**config.mk**
```make
export PLATFORM = sky130hd
export DESIGN_NAME = uart_tx
export DESIGN_NICKNAME = d
export VERILOG_FILES = /design/src/rtl/uart_pkg.sv /design/src/rtl/uart_baud_tick.sv /design/src/rtl/uart_tx.sv
export SDC_FILE = /design/constraint.sdc
export NUM_CORES = 1
export LEC_CHECK = 0
export BUFFER_PORTS_ARGS = -buffer_cell sky130_fd_sc_hd__buf_4
export CAP_MARGIN = 25
export CORE_ASPECT_RATIO = 1.5
export CORE_MARGIN = 2
export CORE_UTILIZATION = 45
export DETAILED_ROUTE_END_ITERATION = 16
export PLACE_DENSITY = 0.66
export SLEW_MARGIN = 10
export SYNTH_ARGS = -nofsm -noshare
export SYNTH_HDL_FRONTEND = slang
export SYNTH_SLANG_ARGS = --single-unit
```
**constraint.sdc**
```tcl
create_clock -name clk -period 1.7 [get_ports clk]
set_input_delay 0.085 -clock clk [delete_from_list [all_inputs] [get_ports clk]]
set_output_delay 0.085 -clock clk [all_outputs]
set_load 0.05 [all_outputs]
```
**src/rtl/uart_pkg.sv**
```systemverilog
// Shared UART transmitter types/constants; UART_TX_PARITY_EN adds the PARITY state.
// No logic here: latency and backpressure are properties of the modules that import it.
package uart_pkg;

  localparam int   STOP_BITS  = 1;
  localparam logic IDLE_LEVEL = 1'b1;

`ifdef UART_TX_PARITY_EN
  typedef enum logic [2:0] {
    ST_IDLE   = 3'd0,
    ST_START  = 3'd1,
    ST_DATA   = 3'd2,
    ST_PARITY = 3'd3,
    ST_STOP   = 3'd4
  } uart_tx_state_t;
`else
  typedef enum logic [1:0] {
    ST_IDLE  = 2'd0,
    ST_START = 2'd1,
    ST_DATA  = 2'd2,
    ST_STOP  = 2'd3
  } uart_tx_state_t;
`endif

endpackage

```
**src/rtl/uart_baud_tick.sv**
```systemverilog
// Bit-time counter: tick high on the last cycle of every CLKS_PER_BIT period.
// Latency: first tick CLKS_PER_BIT cycles after clear drops; no backpressure, clear wins.
module uart_baud_tick #(
  parameter int CLKS_PER_BIT = 10416
) (
  input  logic clk,
  input  logic rst_n,
  input  logic clear,
  output logic tick
);

  localparam int            CW   = (CLKS_PER_BIT > 2) ? $clog2(CLKS_PER_BIT) : 1;
  localparam logic [CW-1:0] LAST = CW'(CLKS_PER_BIT - 1);

  logic [CW-1:0] cnt_q;

  assign tick = (cnt_q == LAST) && !clear;

  always_ff @(posedge clk or negedge rst_n) begin
    if (!rst_n) begin
      cnt_q <= '0;
    end else if (clear || tick) begin
      cnt_q <= '0;
    end else begin
      cnt_q <= cnt_q + CW'(1);
    end
  end

endmodule

```
**src/rtl/uart_tx.sv**
```systemverilog
// UART transmitter, LSB first, one stop bit; even parity bit when UART_TX_PARITY_EN is defined.
// Latency: start bit on tx one cycle after a rising transmit; requests while busy are dropped, never queued.
module uart_tx
  import uart_pkg::*;
#(
  parameter int CLKS_PER_BIT = 10416,
  parameter int DATA_WIDTH   = 8
) (
  input  logic                  clk,
  input  logic                  rst_n,
  input  logic                  transmit,
  input  logic [DATA_WIDTH-1:0] data,
  output logic                  tx,
  output logic                  busy,
  output logic                  done
);

  localparam int            IW       = $clog2(DATA_WIDTH + 1);
  localparam logic [IW-1:0] LAST_BIT = IW'(DATA_WIDTH - 1);

  uart_tx_state_t        state_q;
  uart_tx_state_t        state_d;
  logic                  transmit_q;
  logic                  start_evt;
  logic                  accept;
  logic                  tick;
  logic                  last_bit;
  logic [IW-1:0]         bit_idx_q;
  logic [DATA_WIDTH-1:0] shreg_q;
  logic [DATA_WIDTH-1:0] shreg_d;
  logic                  tx_q;
  logic                  tx_d;
`ifdef UART_TX_PARITY_EN
  logic                  parity_q;
`endif

  assign start_evt = transmit & ~transmit_q;
  assign accept    = (state_q == ST_IDLE) && start_evt;
  assign last_bit  = (bit_idx_q == LAST_BIT);
  assign tx        = tx_q;

  uart_baud_tick #(
    .CLKS_PER_BIT(CLKS_PER_BIT)
  ) u_baud (
    .clk  (clk),
    .rst_n(rst_n),
    .clear(state_q == ST_IDLE),
    .tick (tick)
  );

  always_ff @(posedge clk or negedge rst_n) begin
    if (!rst_n) begin
      state_q <= ST_IDLE;
    end else begin
      state_q <= state_d;
    end
  end

  always_comb begin
    state_d = state_q;
    case (state_q)
      ST_IDLE:  if (start_evt) state_d = ST_START;
      ST_START: if (tick) state_d = ST_DATA;
`ifdef UART_TX_PARITY_EN
      ST_DATA:   if (tick && last_bit) state_d = ST_PARITY;
      ST_PARITY: if (tick) state_d = ST_STOP;
`else
      ST_DATA:  if (tick && last_bit) state_d = ST_STOP;
`endif
      ST_STOP:  if (tick) state_d = ST_IDLE;
      default:  state_d = ST_IDLE;
    endcase
  end

  // tx is computed from the next state so the line itself comes straight off a flop.
  always_comb begin
    busy    = (state_q != ST_IDLE);
    done    = (state_q == ST_STOP) && tick;
    shreg_d = shreg_q;
    if (accept) begin
      shreg_d = data;
    end else if ((state_q == ST_DATA) && tick) begin
      shreg_d = shreg_q >> 1;
    end
    case (state_d)
      ST_START:  tx_d = 1'b0;
      ST_DATA:   tx_d = shreg_d[0];
`ifdef UART_TX_PARITY_EN
      ST_PARITY: tx_d = parity_q;
`endif
      default:   tx_d = IDLE_LEVEL;
    endcase
  end

  // transmit_q resets high so a level already asserted at reset release is not an edge.
  always_ff @(posedge clk or negedge rst_n) begin
    if (!rst_n) begin
      transmit_q <= 1'b1;
      tx_q       <= IDLE_LEVEL;
      shreg_q    <= '0;
      bit_idx_q  <= '0;
    end else begin
      transmit_q <= transmit;
      tx_q       <= tx_d;
      shreg_q    <= shreg_d;
      if (state_q != ST_DATA) begin
        bit_idx_q <= '0;
      end else if (tick) begin
        bit_idx_q <= bit_idx_q + IW'(1);
      end
    end
  end

`ifdef UART_TX_PARITY_EN
  always_ff @(posedge clk or negedge rst_n) begin
    if (!rst_n) begin
      parity_q <= 1'b0;
    end else if (accept) begin
      parity_q <= ^data;
    end
  end
`endif

endmodule

```
* Word level (Yosys, flattened, before mapping)
Index checks and enable logic that the tools add are counted.
Widths: inputs -> output; s select.
** Storage, ports and cells
- Flip-flop bits (word level) :: 30
- Input bits :: 11
** Operators by class
- Reductions and logical operators :: 11
- Add/sub/neg operators :: 2
- Mux-type cells :: 11
- Bitwise logic cells :: 2
- Eq/ne operators :: 8
** Operators with widths (count)
- $mux 8 :: 2
- $add 14x1->14 const B :: 1
- $eq 14x14->1 const B :: 1
- $mux 14 :: 1
- $mux 2 :: 4
- $mux 4 :: 2
- $pmux 2 s4 :: 1
- $eq 2x2->1 const B :: 3
- $reduce_bool 2->1 :: 3
- $logic_and 1x1->1 :: 5
- $add 4x1->4 const B :: 1
- $eq 2x1->1 const B :: 2
- $eq 4x3->1 const B :: 1
- $logic_not 2->1 :: 1
- $ne 2x2->1 const B :: 1
- $pmux 1 s2 :: 1
- $and 1x1->1 :: 1
- $logic_not 1->1 :: 1
- $logic_or 1x1->1 :: 1
- $not 1->1 :: 1

* Longest topological paths before layout
Gate-level depths: netlist (run 1).
- Depth in word-level cells :: 8
- Depth in mapped cells :: 7
- Depth with buffers taken out :: 5

* Hierarchy
From an unflattened synthesis (run 1), not the netlist that was laid out.
** Second synthesis, totals
- Cell total of the unflattened synthesis :: 145
- Area total of the unflattened synthesis :: 1463.9 um^2
** Modules (own cells, without submodules)
- uart_tx :: instances 1, area an instance 749.5 um^2, sequential area each 402.9 um^2, cells an instance 71
- uart_baud_tick :: instances 1, area an instance 714.4 um^2, sequential area each 350.3 um^2, cells an instance 74

* Worst setup path after synthesis (run 1)
OpenSTA, ideal clock, no wires.
- Path kind :: reg-to-output
- Start point :: register u_baud.cnt_q[0]
- End point :: output port done
- Data required time :: 1.615 ns
- Cell stages (with the launch flop) :: 7
- Path slack :: -0.321 ns
- Buffers on the path :: 2
- Arrival :: 1.936 ns
- Cell sequence :: dfrtp_1 -> ha_1 -> and4_1 -> buf_2 -> nand4_1 -> clkbuf_1 -> nor2_1
** Between the ends
- Longest elaborated chain between the ends :: 3
** RTL lines
- from (decl) :: line uart_baud_tick.sv:15 : logic [CW-1:0] cnt_q;
- from (signal assigned) :: line uart_baud_tick.sv:25 : cnt_q <= cnt_q + CW'(1);
- $eq 14x14->1 :: line uart_baud_tick.sv:17 : assign tick = (cnt_q == LAST) && !clear;
- $logic_and 1x1->1 :: line uart_baud_tick.sv:17
- $logic_and 1x1->1 :: line uart_tx.sv:78 : done = (state_q == ST_STOP) && tick;
- to (decl) :: line uart_tx.sv:15 : output logic done
No other way between the ends.

* Final worst setup path (run 1)
- Start point :: register u_baud.cnt_q[1]
- End point :: output port done
The elaborated chain is that of the path after synthesis.

==> impl_results.md, run 1 <==
* Post-DP HPWL at 2100 um
* Synth unique cells at 34
* Hold Crit Start: data[1]
* Post-layout util at 62.4%
* Antenna diode count at 0
* Final std cells w/o fill at 227
* Post-Place Cells at 206
* PwrDens at 1030 nW/um2
* Status: complete, but fails checks
* Reg2reg start: u_baud.cnt_q[1]
* Buf/Inv on CP at 3
* Cell repeated most along the worst path: buf_6
* Synth warnings at 0
* Dominant synthesized flop cell: dfrtp_1
* DR vias at 1158
* Syn Inst Count at 144
* Max clock buf depth at 2
* Failing checks: setup timing
* Slew HR at 74.4%
* Die H at 74.3 um
* Final min period at 1.76 ns
* Global-route wire length before repair at 5210 um
* TritonCTS clock tree: yes
* Routed WL at 2980 um
* Peak supply drop at 876 uV
* Synth area leader: dfrtp_1
* Top cells by count, synth: 28 x dfrtp_1, 20 x nor2_1, 15 x nand2_1
* Worst min path class: primary input to register
* Cell leakage power at 0.000950 uW
* Drt drc at 0
* 1st-pass router iterations at 4
* Synth top area cells: dfrtp_1 47%, nor2_1 5.1%, mux2i_1 4.7%, xnor2_1 4.1%, xor2_1 4.1%
* FILL cells at 264
* H-tree Lvls at 2
* Final Skew at 0.00735 ns
* Total grt overflow at 0
* Overall routing resource usage at 19.3%
* Clock-pin slew on the worst setup and hold paths at 0.06 ns
* Crit path from: u_baud.cnt_q[1]
* Routability cong. at 0.754
* Share of cells above drive strength 1 at 31.6%
* Final setup fails at 2
* Critical Path, Cell by Cell: ha_2, and4_4, nand4_1, buf_6, buf_6, nor2_4, buf_6
* Max Clk Rate at 569 MHz
* Multi-input logic area at 732 um2
* Cell with the most instances after synthesis: dfrtp_1
* Worst-margin pin slew at 0.385 ns
* Syn Area/Cell at 10.3 um2
* DRT iter0 DRCs at 16
* Number of synthesized flops with an enable pin at 0
* Yosys top cell area share at 47.3%
* Initial Util at 46.9%
* Synthesized area at 1480 um2
* Layout Nets at 199
* Num CTS Buffers at 5
* Wire per inst at 13.1 um
* Total die area at 3780 um2
* Largest net degree at the start of global routing at 31
* WS Path Type: register to output port
* Post-synthesis sequential area ratio at 50.8%
* #FFs+latches synth at 30
* CP startpoint kind: register
* Clk sinks at 30
* Data required time at the worst endpoint at 1.62 ns
* Layout area overhead at 33.1%
* Overall power at 2030 uW
* Worst Path Max Fanout at 3
* Syn nets at 157
* Detail-routed via count per cell at 5.10
* Max-slew violations at 0
* Vias in the first global route at 1227
* RSZ-0062 raised after global routing: true
* Slowest-stage cell, CP: dfrtp_1
* Worst path max stage delay at 0.37 ns
* Clock Latency Late Sink at 0.29 ns
* Final hold vios at 0
* Reg2Reg Setup Slack at -0.04 ns
* Max Cap Viol at 0
* CP top delay family: buffers and inverters
* Core Region at 3160 um2
* Pre-CTS setup slack at -0.0551 ns
* Initial antenna violation count at 0
* Remaining antenna violation count after routing at 0
* Period Utilization, post-route at 103%
* Die X at 50.8 um
* Number of port buffers at 13
* IO Count at 14
* Site Rows at 25
* Register area at 753 um2
* Root buffer cell: clkbuf_8
* WHS at 0.00845 ns
* Ys async rst share at 100%
* Crit. End Element: output port
* Worst setup margin at -0.0580 ns
* Crit path DAT at 1.67 ns
per-layer routing:
metal  up-vias  global-route usage [%]  part of all wire (%)
met2        19                    36.7                    57
met3         7                    5.42                   3.2
met5         -                       0                     0
met4         0                    9.91                   2.5
met1       560                    18.6                    37
li1        572                       -                     -
layout make-up:
cell class	count	area share [%]
clock buffer	7	4.38
timing repair buffer	40	16.8
tap	40	2.54
sequential	30	38.2
inverter	4	0.761
clock inverter	1	0.254
multi-input combinational	105	37.1
placed cells by master (no fill, tap or decap), drive strengths merged, types with 2 or more instances in the layout:
| master | n |
|---|---|
| o21ai | 10 |
| nor2b | 2 |
| nand4 | 5 |
| xnor2 | 7 |
| buf | 34 |
| and2 | 2 |
| nand2 | 15 |
| nor2 | 20 |
| inv | 4 |
| nor3 | 2 |
| or3 | 2 |
| dfrtp | 28 |
| ha | 2 |
| dlygate4sd3 | 6 |
| mux2i | 7 |
| clkbuf | 7 |
| nor3b | 2 |
| dfstp | 2 |
| xor2 | 7 |
| mux2 | 2 |
| a211o | 2 |
| a21oi | 3 |
| and4 | 2 |
| nand3 | 6 |
| and3 | 2 |
cells by family (layout without fill, tap and decap cells):
family          count (synthesis)  count (layout)  share of synthesized area, %
compound gates                 16              16                          6.08
simple gates                   64              64                          24.2
buf+inv                         9              52                          2.36
fa+ha+maj                       2               2                          1.69
mux                             9               9                          6.50
xor+xnor                       14              14                          8.28
flops                          30              30                          50.8
sequential cells by signal (all words and copies together), names as in the netlist:
signal / flops
state_q: 2
tx: 1
shreg_q: 8
transmit_q: 1
bit_idx_q: 4
u_baud.cnt_q: 14
report_power, final:
| part | total (uW) | switching (uW) | internal (uW) |
|---|---|---|---|
| clock | 590 | 265 | 326 |
| sequential | 974 | 108 | 867 |
| combinational | 466 | 220 | 246 |
| total | 2030 | 592 | 1440 |
metrics by stage:
step / instance area (um2) / TNS (ns)
global route: 1970 / -0.441
detailed placement: 1720 / -0.0770
global placement: 1720 / 0
CTS: 1910 / -0.266
finish: 1970 / -0.0958
floorplan: 1490 / -0.0360
repair_timing:
| item | CTS | global route |
|---|---|---|
| setup buffers | 1 | 6 |
| gates cloned | 0 | 0 |
| endpoints found under the setup margin | 15 | 20 |
| hold buffers | 6 | 0 |
| endpoints found under the hold margin | 33 | 0 |
| pin swaps | 5 | 5 |
| gates resized for setup | 8 | 5 |
path summary, 6_finish.rpt:
kind	end	depth (start not counted)
worst max-delay path	done	7
worst min-delay path	shreg_q[1]	3
worst max register to register	bit_idx_q[3]	7
worst min register to register	shreg_q[7]	2
max in group asynchronous	tx	2
min in group asynchronous	u_baud.cnt_q[7]	2
worst reg2reg max path, stage by stage (launching register included):
cell and delay, ns:
dfrtp_1 0.37, ha_2 0.19, and4_4 0.21, nand4_1 0.12, buf_6 0.15, buf_6 0.13, or3_4 0.37, a21oi_2 0.13
No activity file was read; power rests on OpenSTA's default activity.
==> inputs of run 2 (changes only) <==
SKIP_LAST_GASP = 1   (was unset)
SYNTH_HIERARCHICAL = 1   (was unset)
==> run 2 against run 1 <==
Compared with the run above: utilization rose by 7.3 points; synthesized cell count rose by 0.69%; global-route usage rose by 0.48 points; synthesized area fell by 1.2%; the run still ends with setup timing left; combinational power fell by 90%; clock power rose by 21%; wire length rose by 15%; largest power group unchanged; critical path type unchanged; maximum frequency fell by 17%.
==> impl_results.md, run 2 <==
* Total die area at 3730 um2 (-1.1%)
* Worst min path class: primary input to register
* Syn Area/Cell at 10.1 um2 (-1.9%)
* Wire per inst at 14.6 um (+11%)
* Clk sinks at 30 (unchanged)
* Most frequent cells in the layout: 35 x buf_4, 28 x dfrtp_1, 18 x nand2_1, 12 x nor2_4, 10 x xnor2_1
* R2R depth at 9 (+2)
* Max-slew violations at 0 (unchanged)
* Synth unique cells at 35 (+2.9%)
* Critical Path, Cell by Cell: or4_4, nor4_4, nor2b_4, buf_6, and3_2, buf_6
* Final min period at 2.12 ns (+0.361 ns)
* Period Utilization, post-route at 125% (+21 points)
* Worst setup margin at -0.419 ns (-0.361 ns)
* #FFs+latches synth at 30 (unchanged)
* RSZ-0062 raised after global routing: true
* Core Region at 3130 um2 (-0.99%)
* Max clock buf depth at 2 (unchanged)
* Slowest-stage cell, CP: or4_4
* Synth top area cells: dfrtp_1 48%, xnor2_1 7.2%, nor2_1 6.2%, nand2_1 4.9%, dfstp_2 3.6%
* TritonCTS clock tree: yes
* Global-route wire length before repair at 5470 um (+5.0%)
* Cell with the most instances after synthesis: dfrtp_1
* Commonest non-fill, non-tap cell in the layout: buf_4
* Buf/Inv on CP at 2 (-1)
* Crit. End Element: output port
* Synthesized area at 1460 um2 (-1.2%)
* Reg2Reg Setup Slack at -0.39 ns (-0.35 ns)
* Max Clk Rate at 472 MHz (-17%)
* WS Path Type: register to output port
* Reg2reg start: u_baud/cnt_q[10]
* Worst-margin pin slew at 0.414 ns (+0.0297 ns)
* Cell leakage power at 0.000940 uW (-1.1%)
* Cell repeated most along the worst path: buf_6
* Data required time at the worst endpoint at 1.62 ns (about the same)
* Overall routing resource usage at 19.8% (+0.48 points)
* Num CTS Buffers at 5 (unchanged)
* Status: complete, but fails checks
* 1st-pass router iterations at 4 (unchanged)
* Syn Inst Count at 145 (+0.69%)
* CP top delay family: simple AND/OR/NAND/NOR gates
* PwrDens at 684 nW/um2 (-34%)
* CP startpoint kind: register
* Die X at 50.6 um (-0.54%)
* Remaining antenna violation count after routing at 0 (unchanged)
* Antenna diode count at 0 (unchanged)
* Layout area overhead at 48.9%
* Share of cells above drive strength 1 at 45.6% (+14 points)
* Dominant synthesized flop cell: dfrtp_1
* Largest net degree at the start of global routing at 31 (unchanged)
* Peak supply drop at 985 uV (+12%)
* Post-layout util at 69.7% (+7.3 points)
* Initial antenna violation count at 0 (unchanged)
* Multi-input logic area at 840 um2 (+15%)
* Initial Util at 46.8% (-0.091 points)
* H-tree Lvls at 2 (unchanged)
* Crit path DAT at 2.03 ns (+0.36 ns)
* Slew HR at 72.1% (-2.2 points)
* Site Rows at 25 (unchanged)
* Largest register FFs at 14 (unchanged)
* Worst Path Max Fanout at 4 (+1)
* Critical path depth in cells at 6 (-1)
* Layout Nets at 208 (+4.5%)
* Final Skew at 0.00198 ns (-0.00537 ns)
* Failing checks: setup timing
* Synth area leader: dfrtp_1
* Final setup fails at 23 (+21)
* R2R Path End: tx
* Worst path max stage delay at 0.55 ns (+0.18 ns)
* Post-DP HPWL at 2150 um (+2.4%)
* IO Count at 14 (unchanged)
* Clock-pin slew on the worst setup and hold paths at 0.07 ns (about the same)
* Routability cong. at 0.822 (+9.0%)
* Detail-routed via count per cell at 5.24 (+2.7%)
* Number of port buffers at 13 (unchanged)
* Die H at 73.9 um (-0.56%)
* Root buffer cell: clkbuf_8
* Syn nets at 159 (+1.3%)
* Setup TNS at -4.84 ns (-4.74 ns)
* FILL cells at 231 (-13%)
* DRT iter0 DRCs at 19 (+3)
* Routed WL at 3440 um (+15%)
* Placed inst area at 1750 um2 (+1.8%)
* Ys async rst share at 100% (unchanged)
* Clock Latency Late Sink at 0.28 ns (about the same)
* Register area at 753 um2 (unchanged)
* CP endpoint: done
* DR vias at 1231 (+6.3%)
* Reg with most FFs: u_baud/cnt_q
* Design Area, Final at 2180 um2 (+11%)
* Yosys top cell area share at 47.9% (+0.57 points)
* Biggest regs: u_baud/cnt_q (14), shreg_q (8), bit_idx_q (4)
* Drt drc at 0 (unchanged)
* Total grt overflow at 0 (unchanged)
* Crit path from: u_baud/cnt_q[10]
* Overall power at 1490 uW (-27%)
* Max Cap Viol at 0 (unchanged)
* Synth warnings at 6 (+6)
* Vias in the first global route at 1292 (+5.3%)
* Post-synthesis sequential area ratio at 51.5% (+0.61 points)
* Final hold vios at 0 (unchanged)
* Number of synthesized flops with an enable pin at 0 (unchanged)
* Top cells by count, synth: 28 x dfrtp_1, 24 x nor2_1, 19 x nand2_1
## run 2: cell types whose count changed after synthesis, moves of 4 or more
cell | before | now
clkbuf_1 | 4 | 0
mux2i_1 | 7 | 2
nand2_1 | 15 | 19
a22oi_1 | 0 | 5
o21ai_0 | 10 | 2
xnor2_1 | 7 | 12
nor2_1 | 20 | 24
## run 2: cells by family (layout without fill, tap and decap cells)
logic type               Yosys count  in the layout  synth area share [%]
multiplexers                       2              2                  1.37
XOR/XNOR                          16             16                  9.57
AND/OR/NAND/NOR                   71             71                  25.2
AO/OA/AOI/OAI                     12             12                  6.07
flip-flops                        30             30                  51.5
adder cells (fa/ha/maj)            3              3                  2.56
buffers and inverters             11             61                  3.76
## run 2: repair_timing
item | in CTS | in global routing
resized for setup | 17 | 44
pin swaps | 6 | 21
setup endpoints to repair | 16 | 30
endpoints found under the hold margin | 29 | 0
hold buffers | 2 | 0
gates cloned | 0 | 1
setup buffers | 6 | 3
## run 2: worst reg2reg max path: stages (launching register included)
cell and delay, ns:
dfrtp_1 0.38, or4_4 0.55, nor4_4 0.18, nor2b_4 0.20, buf_6 0.11, buf_4 0.11, inv_1 0.04, o21ai_2 0.12
a31oi_2 0.13, o21a_1 0.21
## run 2: worst min path at each step
| stage | start | end | slack, ns | cells past startpoint |
|---|---|---|---|---|
| CTS | data[1] | shreg_q[1] | 0.01 | 3 |
| global placement | rst_n | state_q[1] | 0.03 | 1 |
| detailed placement | rst_n | state_q[1] | 0.03 | 1 |
| finish | data[6] | shreg_q[6] | 0.02 | 3 |
| floorplan | rst_n | bit_idx_q[0] | -0.21 | 0 |
| global route | data[1] | shreg_q[1] | 0.02 | 3 |
## run 2: power by group
group | leakage (uW) | switching, uW | total [uW] | internal (uW)
Sequential | 0.000378 | 7.57 | 733 | 725
Combinational | 0.000504 | 23.1 | 46.1 | 23.0
Clock | 0.0000579 | 280 | 711 | 431
## run 2: cell type report
class                           instances  area share, %
Clock inverter                          3           1.84
Sequential cell                        30           34.6
Clock buffer                            5           3.16
Inverter                                7           1.21
Tap cell                               40           2.30
Timing Repair Buffer                   46           18.4
Multi-Input combinational cell        104           38.5
## run 2: per-stage QoR
step / hold WS, ns / cells / worst slack, ns
global placement: 0.0284 / 216 / -0.267
finish: 0.0211 / 235 / -0.419
floorplan: -0.211 / 145 / -0.380
CTS: 0.0139 / 232 / -0.430
detailed placement: 0.0332 / 216 / -0.393
global route: 0.0237 / 235 / -0.494
## run 2: routing by layer
layer,wire [um],track usage (%)
met1,1320,21.2
met2,1950,34.6
met3,83,5.28
met4,95,11.1
met5,0,0
